===== src/rtl/decode_stage_pkg.sv =====
// Shared RV32I decode definitions: opcodes, immediate formats and the immediate builder.
package decode_stage_pkg;

    localparam int XLEN = 32;
    localparam int NREG = 32;

    localparam logic [6:0] OP_LUI    = 7'b0110111;
    localparam logic [6:0] OP_AUIPC  = 7'b0010111;
    localparam logic [6:0] OP_JAL    = 7'b1101111;
    localparam logic [6:0] OP_JALR   = 7'b1100111;
    localparam logic [6:0] OP_BRANCH = 7'b1100011;
    localparam logic [6:0] OP_LOAD   = 7'b0000011;
    localparam logic [6:0] OP_STORE  = 7'b0100011;
    localparam logic [6:0] OP_IMM    = 7'b0010011;
    localparam logic [6:0] OP_REG    = 7'b0110011;

    typedef enum logic [2:0] {
        IMM_NONE,
        IMM_I,
        IMM_S,
        IMM_B,
        IMM_U,
        IMM_J
    } imm_fmt_e;

    function automatic logic [31:0] gen_imm(input imm_fmt_e fmt, input logic [31:0] ir);
        logic [31:0] imm;
        imm = '0;
        case (fmt)
            IMM_I:   imm = {{20{ir[31]}}, ir[31:20]};
            IMM_S:   imm = {{20{ir[31]}}, ir[31:25], ir[11:7]};
            IMM_B:   imm = {{19{ir[31]}}, ir[31], ir[7], ir[30:25], ir[11:8], 1'b0};
            IMM_U:   imm = {ir[31:12], 12'b0};
            IMM_J:   imm = {{11{ir[31]}}, ir[31], ir[19:12], ir[20], ir[30:21], 1'b0};
            default: imm = '0;
        endcase
        return imm;
    endfunction

endpackage


===== src/rtl/decode_stage_regfile.sv =====
// Architectural register file: two combinational read ports with write-through
// bypass, one write port, x0 reads as zero and ignores writes.
module decode_stage_regfile
    import decode_stage_pkg::*;
#(
    parameter int W = XLEN,
    parameter int N = NREG
) (
    input  logic         clk,
    input  logic         reset,
    input  logic [4:0]   rs1,
    input  logic [4:0]   rs2,
    output logic [W-1:0] rs1_val,
    output logic [W-1:0] rs2_val,
    input  logic         we,
    input  logic [4:0]   wr_addr,
    input  logic [W-1:0] wr_data
);

    logic [W-1:0] regs [N];

    always_ff @(posedge clk or negedge reset) begin
        if (!reset) begin
            for (int i = 0; i < N; i++) begin
                regs[i] <= '0;
            end
        end else if (we && wr_addr != 5'd0) begin
            regs[wr_addr] <= wr_data;
        end
    end

    // Bypass lets decode see a value being written back in the same cycle.
    always_comb begin
        rs1_val = '0;
        rs2_val = '0;
        if (rs1 != 5'd0) begin
            rs1_val = (we && wr_addr == rs1) ? wr_data : regs[rs1];
        end
        if (rs2 != 5'd0) begin
            rs2_val = (we && wr_addr == rs2) ? wr_data : regs[rs2];
        end
    end

endmodule


===== src/rtl/decode_stage.sv =====
// RV32I decode stage: field/immediate/control decode, register read, load-use
// stall generation, branch flush and the ID/EX pipeline register.
module decode_stage
    import decode_stage_pkg::*;
(
    input  logic        clk,
    input  logic        reset,
    input  logic [31:0] ir_in,
    input  logic [31:0] npc_in,
    input  logic        branch_sig,
    input  logic        ex_mem_read,
    input  logic [4:0]  ex_rd,
    input  logic        wb_we,
    input  logic [4:0]  wb_rd,
    input  logic [31:0] wb_data,
    output logic        stallF,
    output logic        stallD,
    output logic        id_valid,
    output logic [31:0] id_pc,
    output logic [31:0] id_rs1_val,
    output logic [31:0] id_rs2_val,
    output logic [31:0] id_imm,
    output logic [4:0]  id_rs1,
    output logic [4:0]  id_rs2,
    output logic [4:0]  id_rd,
    output logic [6:0]  id_opcode,
    output logic [2:0]  id_funct3,
    output logic        id_funct7b5,
    output logic        id_mem_read,
    output logic        id_mem_write,
    output logic        id_reg_write
);

    logic [6:0]  opcode;
    logic [4:0]  rs1, rs2, rd;
    logic [31:0] rs1_val, rs2_val;
    imm_fmt_e    imm_fmt;
    logic        rs1_used, rs2_used, supported;
    logic        reg_write, mem_read, mem_write;
    logic        hz, bubble;

    assign opcode = ir_in[6:0];
    assign rd     = ir_in[11:7];
    assign rs1    = ir_in[19:15];
    assign rs2    = ir_in[24:20];

    decode_stage_regfile u_regfile (
        .clk     (clk),
        .reset   (reset),
        .rs1     (rs1),
        .rs2     (rs2),
        .rs1_val (rs1_val),
        .rs2_val (rs2_val),
        .we      (wb_we),
        .wr_addr (wb_rd),
        .wr_data (wb_data)
    );

    always_comb begin
        imm_fmt   = IMM_NONE;
        rs1_used  = 1'b0;
        rs2_used  = 1'b0;
        supported = 1'b1;
        reg_write = 1'b0;
        mem_read  = 1'b0;
        mem_write = 1'b0;
        case (opcode)
            OP_IMM, OP_JALR: begin
                imm_fmt = IMM_I; rs1_used = 1'b1; reg_write = 1'b1;
            end
            OP_LOAD: begin
                imm_fmt = IMM_I; rs1_used = 1'b1; reg_write = 1'b1; mem_read = 1'b1;
            end
            OP_STORE: begin
                imm_fmt = IMM_S; rs1_used = 1'b1; rs2_used = 1'b1; mem_write = 1'b1;
            end
            OP_BRANCH: begin
                imm_fmt = IMM_B; rs1_used = 1'b1; rs2_used = 1'b1;
            end
            OP_LUI, OP_AUIPC: begin
                imm_fmt = IMM_U; reg_write = 1'b1;
            end
            OP_JAL: begin
                imm_fmt = IMM_J; reg_write = 1'b1;
            end
            OP_REG: begin
                rs1_used = 1'b1; rs2_used = 1'b1; reg_write = 1'b1;
            end
            default: supported = 1'b0;
        endcase
        if (rd == 5'd0) begin
            reg_write = 1'b0;
        end
    end

    assign hz = ex_mem_read && id_valid && (ex_rd != 5'd0) &&
                ((rs1_used && ex_rd == rs1) || (rs2_used && ex_rd == rs2));

    // A taken branch discards the decode instruction, so holding fetch is pointless.
    assign stallF = hz && !branch_sig;
    assign stallD = stallF;
    assign bubble = branch_sig || hz || !supported;

    always_ff @(posedge clk or negedge reset) begin
        if (!reset) begin
            id_valid     <= 1'b0;
            id_pc        <= '0;
            id_rs1_val   <= '0;
            id_rs2_val   <= '0;
            id_imm       <= '0;
            id_rs1       <= '0;
            id_rs2       <= '0;
            id_rd        <= '0;
            id_opcode    <= '0;
            id_funct3    <= '0;
            id_funct7b5  <= 1'b0;
            id_mem_read  <= 1'b0;
            id_mem_write <= 1'b0;
            id_reg_write <= 1'b0;
        end else begin
            id_valid     <= !bubble;
            id_pc        <= npc_in;
            id_rs1_val   <= rs1_val;
            id_rs2_val   <= rs2_val;
            id_imm       <= gen_imm(imm_fmt, ir_in);
            id_rs1       <= rs1;
            id_rs2       <= rs2;
            id_rd        <= bubble ? 5'd0 : rd;
            id_opcode    <= opcode;
            id_funct3    <= ir_in[14:12];
            id_funct7b5  <= ir_in[30];
            id_mem_read  <= mem_read && !bubble;
            id_mem_write <= mem_write && !bubble;
            id_reg_write <= reg_write && !bubble;
        end
    end

endmodule


===== config.mk =====
export PLATFORM = sky130hd
export DESIGN_NAME = decode_stage
export DESIGN_NICKNAME = d
export VERILOG_FILES = /design/src/rtl/decode_stage_pkg.sv /design/src/rtl/decode_stage_regfile.sv /design/src/rtl/decode_stage.sv
export SDC_FILE = /design/constraint.sdc
export NUM_CORES = 2
export LEC_CHECK = 0
export CAP_MARGIN = 25
export CORE_MARGIN = 3
export CORE_UTILIZATION = 40
export CTS_CLUSTER_SIZE = 30
export DETAILED_ROUTE_END_ITERATION = 7
export PLACE_DENSITY = 0.56
export SYNTH_ARGS = -nofsm -noshare
export SYNTH_HDL_FRONTEND = slang
export SYNTH_HIERARCHICAL = 1
export SYNTH_SLANG_ARGS = --single-unit

===== constraint.sdc =====
create_clock -name clk -period 2.6 [get_ports clk]
set_input_delay 0.78 -clock clk [delete_from_list [all_inputs] [get_ports clk]]
set_output_delay 0.78 -clock clk [all_outputs]
set_load 0.05 [all_outputs]

* Word level (Yosys, flattened, before mapping)
Index checks and enable logic that the tools add are counted.
** Storage, ports and cells
- Input port bits :: 111
- Memory bits (writable) :: 0
- ROM bits :: 0
- Memories kept :: 0
- Latch bits :: 0
- Register bits :: 1182
- Logic and storage cells :: 124
** Cells by class
- Muxes and demuxes :: 23
- Shift-type cells :: 0
- Div/mod/pow operators :: 0
- Order comparisons :: 4
- Reductions and logical operators :: 30
- Bitwise operators :: 3
- Add/subtract/negate cells :: 0
- Equal/unequal tests :: 18
- $mul :: 0
** Operator list (count)
- bitwise mux 1024 bit :: 1
- binary-select mux 32 bit (select 5 bit) :: 2
- 2-to-1 mux 32 bit :: 9
- demux 32 bit (select 5 bit) :: 1
- case mux 32 bit (5 select lines) :: 1
- == test 7 x 6 -> 1 bit, second input constant :: 3
- == test 7 bit, second input constant :: 3
- == test 5 bit :: 4
- nonzero test 5 bit :: 4
- greater-or-equal comparator 6 bit, second input constant :: 3
- NOT 5 -> 6 bit :: 3
- case mux 3 bit (5 select lines) :: 1
- == test 7 x 5 -> 1 bit, second input constant :: 2
- logical AND 1 bit :: 13
- OR reduction 9 bit :: 1
- == test 7 x 2 -> 1 bit, second input constant :: 1
- 2-to-1 mux 1 bit :: 7
- OR reduction 7 bit :: 1
- == test 3 x 2 -> 1 bit, second input constant :: 2
- == test 3 bit, second input constant :: 2
- less-than comparator 6 x 1 -> 1 bit, second input constant :: 1
- OR reduction 3 bit :: 2
- OR reduction 6 bit :: 1
- logical NOT 5 bit :: 1
- other kinds (5) :: 9

* Logic depth before layout (Yosys ltp)
- Depth after elaboration :: 10
- Gate-level depth with buffers :: 10

* Cells and area by module
The synthesis kept the hierarchy.
** By module, submodules not included
- decode_stage_regfile :: sequential area each 25624.6 um2, area each 55394.4 um2, instances 1, cells each 3812
- decode_stage :: sequential area each 3953.8 um2, area each 4764.6 um2, instances 1, cells each 272

* Worst setup path before layout
OpenSTA, ideal clock, no wires.
- Path kind :: in2out
- Start point :: input ir_in[3]
- End point :: output stallF
- Slack :: -0.953 ns
- Arrival time :: 2.773 ns
- Buffers on the path :: 1
- Stages on the path :: 6
- Cells stage by stage :: nand3b_4 nor4_1 nand4_1 a21oi_4 nor2b_1 buf_4
** On the way
- Word-level cells in the longest chain between the ends :: 7
- Elaborated cells on any way between the ends :: 15
** RTL lines
- start, declared :: line decode_stage.sv:8 : input logic [31:0] ir_in,
- == test 7 x 6 -> 1 bit (tied with other cells) :: line decode_stage.sv:67 : case (opcode)
- OR reduction 6 bit (no line) or OR reduction 3 bit (tied branches)
- 2-to-1 mux 1 bit :: line decode_stage.sv:67
- logical AND 1 bit :: line decode_stage.sv:97 : ((rs1_used && ex_rd == rs1) || (rs2_used && ex_rd == rs2));
- logical OR 1 bit * :: line decode_stage.sv:97
- logical AND 1 bit * :: line decode_stage.sv:96 : assign hz = ex_mem_read && id_valid && (ex_rd != 5'd0) &&
- logical AND 1 bit * :: line decode_stage.sv:100 : assign stallF = hz && !branch_sig;
- end, declared :: line decode_stage.sv:16 : output logic stallF,
Every way passes the cells marked *; elsewhere a longest branch is shown, timed or not.

* Worst setup path after layout
- Start point :: input ir_in[16]
- End point :: output stallF
** On the way
- Word-level cells in the longest chain between the ends :: 5
** RTL lines (line)
- == test 5 bit :: decode_stage.sv:97
- logical AND 1 bit :: decode_stage.sv:97
- logical OR 1 bit :: decode_stage.sv:97
- logical AND 1 bit :: decode_stage.sv:96
- logical AND 1 bit :: decode_stage.sv:100
Every way passes these cells.

==> run_results.csv <==
group,metric,value,unit
worst_setup_path,crit_chain,"buf_12 > xor2_4 > nor4_4 > nand4_1 > a21oi_4 > nor2b_4 > buf_12",
hold_path,whs_path_depth,1,
floorplanning,die_h,394,um
clock_network,htree_levels,4,
worst_setup_path,r2r_cells,6,
placed_design,dp.final_hpwl,144000,um
worst_setup_path,cp.required,1.82,ns
global_routing,grtUsageTotal,27.4,%
logic_synthesis,yosys_register_bits,1182,
drt,route.detailed.drc,0,
finish,synthToLayoutAreaGrowth,24.0,%
drt,wire_per_inst,31.6,um
timing,setup_tns,-0.566,ns
floorplanning,dieArea,155000,um^2
floorplanning,initial_core_util,40.5,%
worst_setup_path,worst_ep_arrival_time,2.08,ns
global_routing,grt_pass1_wl,312000,um
pwr,clockPowerShare,36.1,%
finish,n_fill_cell,12846,
logic_synthesis,synth_cells,4084,
logic_synthesis,syn_area,60200,um^2
clock_network,insertion_delay,0.77,ns
logic_synthesis,synth_edf_count,0,
worst_setup_path,r2r_start,"u_regfile/regs[409]",
timing,worst_slew_pin_slew,0.883,ns
global_routing,grt_pass1_vias,42262,
clock_network,cts_max_path_buffers,3,
logic_synthesis,synth_area_per_cell,14.7,um^2
pwr,p_per_area,751,nW/um^2
finish,nets,4766,
pwr,p_int,40.3,mW
logic_synthesis,ys_async_sr_fraction,100,%
clock_network,cts_tree,"done",
worst_setup_path,crit_family,"simple AND/OR/NAND/NOR gates",
worst_setup_path,endpoint_kind,"output port",
floorplanning,placeableCoreArea,149000,um^2
clock_network,cts_root_buffer,"clkbuf_16",
logic_synthesis,synth_nets,4195,
floorplanning,rows,141,
outcome,status,"complete, but fails checks",
worst_setup_path,rrSetupSlack,0.31,ns
placed_design,gp_congestion,0.858,
timing,max_freq,349,MHz
clock_network,clkSlewWorstSetupHoldPaths,0.06,ns
timing,rsz0062_at_grt,"yes",
timing,whs,0.211,ns
clock_network,cts-buffers-inserted,139,
placed_design,place_inst,6508,
worst_setup_path,crit_path_top_delay_cell,"nor4_4",
worst_setup_path,crit_buf_inv,2,
timing,setup_viol,3,
pwr,swShare,28.1,%
pwr,p_leak,33.5,nW
drt,wl,214000,um
drt,drt_iter0_markers,4043,
worst_setup_path,max_stage_delay,0.27,ns
logic_synthesis,synthTopCellsByArea,"dfrtp_1, mux2_2, mux4_2",
pwr,p_comb_share,21.0,%
global_routing,grt_max_degree,112,
job,max_cap_viol_count,0,
timing,maxSlewHeadroom,41.1,%
drt,postRouteAntennaNets,0,
hold_path,timing.hold.worst_endpoint,"id_rs2[0]",
finish,final_util,50.2,%
timing,post-route-min-period,2.86,ns
timing,min_period_over_period,110,%
hold_path,hold_path.class,"input port to register",
worst_setup_path,cp_max_fo,2,
logic_synthesis,synth_cell_type_count,72,
floorplanning,die_x,394,um
timing,hold_viol,0,
finish,n_antenna_cell,0,
pwr,power_frac_seq,43.0,%
logic_synthesis,synth_top_area_share,49.2,%
global_routing,grt.overflow.total,0,
logic_synthesis,synth_warnings,6,
pwr,power_switching,15.8,mW
hold_path,min_from,"ir_in[20]",
worst_setup_path,crit_type,"input port to output port",
logic_synthesis,ys_seq_area_share,49.2,%
drt,vias_per_cell,6.09,
pwr,peakVddDrop,466,uV
timing,clock_skew,0.0330,ns
drt,dr_total_vias,41191,
clock_network,cts_sinks,1182,
global_routing,antenna_found_initial,6,
floorplanning,ios,271,
finish,finalNonFillerCells,6769,
logic_synthesis,synth.largest_area_cell,"dfrtp_1",
timing,finalWorstSetupSlack,-0.264,ns
logic_synthesis,yosys_most_used_dff,"dfrtp_1",
finish,drive_gt1_share,49.1,%
timing,slew_viol_final,0,
outcome,violations,"negative setup slack",
worst_setup_path,r2r_end,"id_rs1_val[25]",
placed_design,port_buffers,270,
worst_setup_path,crit_top_cell,"buf_12",
worst_setup_path,cp-start-kind,"input port",
drt,dr.pass1.iters,7,
-- kinds of logic after synthesis --
family | Yosys count | synth area share (%)
xor gates and xnor gates | 20 | 0.291
muxes | 1657 | 38.3
DFF | 1182 | 49.2
buffers and inverters | 445 | 3.88
AOI/OAI and AO/OA | 464 | 5.70
and+or+nand+nor | 316 | 2.69
-- stage by stage --
stage,total power [mW],worst slack (ns),area [um^2]
global route,58.4,-0.327,74600
finish,56.1,-0.264,74600
global placement,35.9,-0.720,69800
CTS,56.4,-0.305,74500
detailed placement,36.2,-0.848,69800
floorplan,31.5,-0.373,60200
-- state kept, by name, indices dropped and copies added (netlist names), 3 cells and up --
signal	cells
id_funct3	3
id_imm	32
id_opcode	7
id_pc	32
id_rd	5
id_rs1	5
id_rs1_val	32
id_rs2	5
id_rs2_val	32
u_regfile/regs	1024
-- cells in the mapped netlist (9+ instances only) --
library cell,number
nor2_1,60
nor3b_1,9
a211oi_1,17
and2_1,10
o22ai_1,12
xnor2_1,10
o221ai_1,9
a221oi_1,10
buf_1,55
mux2_2,995
o21ai_0,19
mux4_2,383
o211ai_1,14
clkbuf_1,195
nor3_1,10
a21o_1,20
o2111ai_1,10
buf_2,108
o221a_2,20
xor2_1,10
a22oi_1,208
mux2i_1,254
a21oi_1,63
nand2_1,112
buf_4,41
nor2b_1,10
a31oi_1,17
buf_6,29
nand3_1,39
o2bb2ai_1,14
dfrtp_1,1182
a22o_1,9
mux4_1,25
-- worst max path at each step --
| stage | startpoint | end | slack [ns] | cells past startpoint |
|---|---|---|---|---|
| global placement | wb_rd[3] | id_rs1_val[2] | -0.72 | 7 |
| floorplan | ir_in[19] | stallF | -0.37 | 6 |
| detailed placement | wb_rd[1] | id_rs1_val[2] | -0.85 | 7 |
| finish | ir_in[16] | stallF | -0.26 | 7 |
| global route | ir_in[16] | stallD | -0.33 | 7 |
| CTS | ir_in[16] | stallF | -0.31 | 8 |
-- power groups by stage --
stage / Sequential [mW] / Combinational, mW / Clock (mW)
global route: 24.5 / 12.5 / 21.4
floorplan: 24.3 / 7.22 / 0
finish: 24.1 / 11.8 / 20.2
CTS: 24.0 / 11.8 / 20.7
global placement: 24.2 / 11.7 / 0
detailed placement: 24.3 / 11.9 / 0
-- layout make-up --
type                            count  area [um^2]  area share, %
Inverter                            4         15.0         0.0201
Tap cell                         2002         2500           3.36
Sequential cell                  1182        29600           39.6
Multi-Input combinational cell   2457        28600           38.4
Clock inverter                     42          493          0.661
Timing Repair Buffer              871         9140           12.2
Clock buffer                      211         4250           5.69
-- placed cells by master (no fill, tap or decap), drive strengths merged, types with 8 or more instances in the layout --
cell           count
a31oi             17
bufinv             9
dlygate4sd2      144
buf              623
o211ai            15
nand3             39
o2111ai           10
nor2              61
o221ai             9
inv               10
mux2             995
a211oi            17
clkbuf           215
xor2              10
a221oi            10
nor3b             12
and2              10
nor3              10
nand2            112
clkinv            25
a21oi             65
a22o               9
a22oi            208
o21ai             19
clkdlybuf4s15     12
nand2b             8
and3               8
o2bb2ai           14
o221a             20
a21o              20
dfrtp           1182
nor2b             10
o22ai             12
mux2i            254
xnor2             10
mux4             408
clkdlybuf4s50     87
-- per-layer routing --
metal | vias up | share of wire [%] | GRT usage [%]
met1 | 22409 | 44 | 39.9
li1 | 16860 | - | -
met4 | 6 | 2.5 | 7.23
met2 | 1616 | 46 | 42.5
met3 | 300 | 6.9 | 4.97
met5 | - | 0.017 | 0
-- repair_timing --
item / in CTS / in global routing
setup endpoints to repair: 161 / 3
hold endpoints to repair: 11 / 0
cloned: 0 / 0
hold buffers: 1 / 0
setup buffers: 6 / 2
resized for setup: 221 / 33
pin swaps: 8 / 9
(Power assumes the default switching activity.)
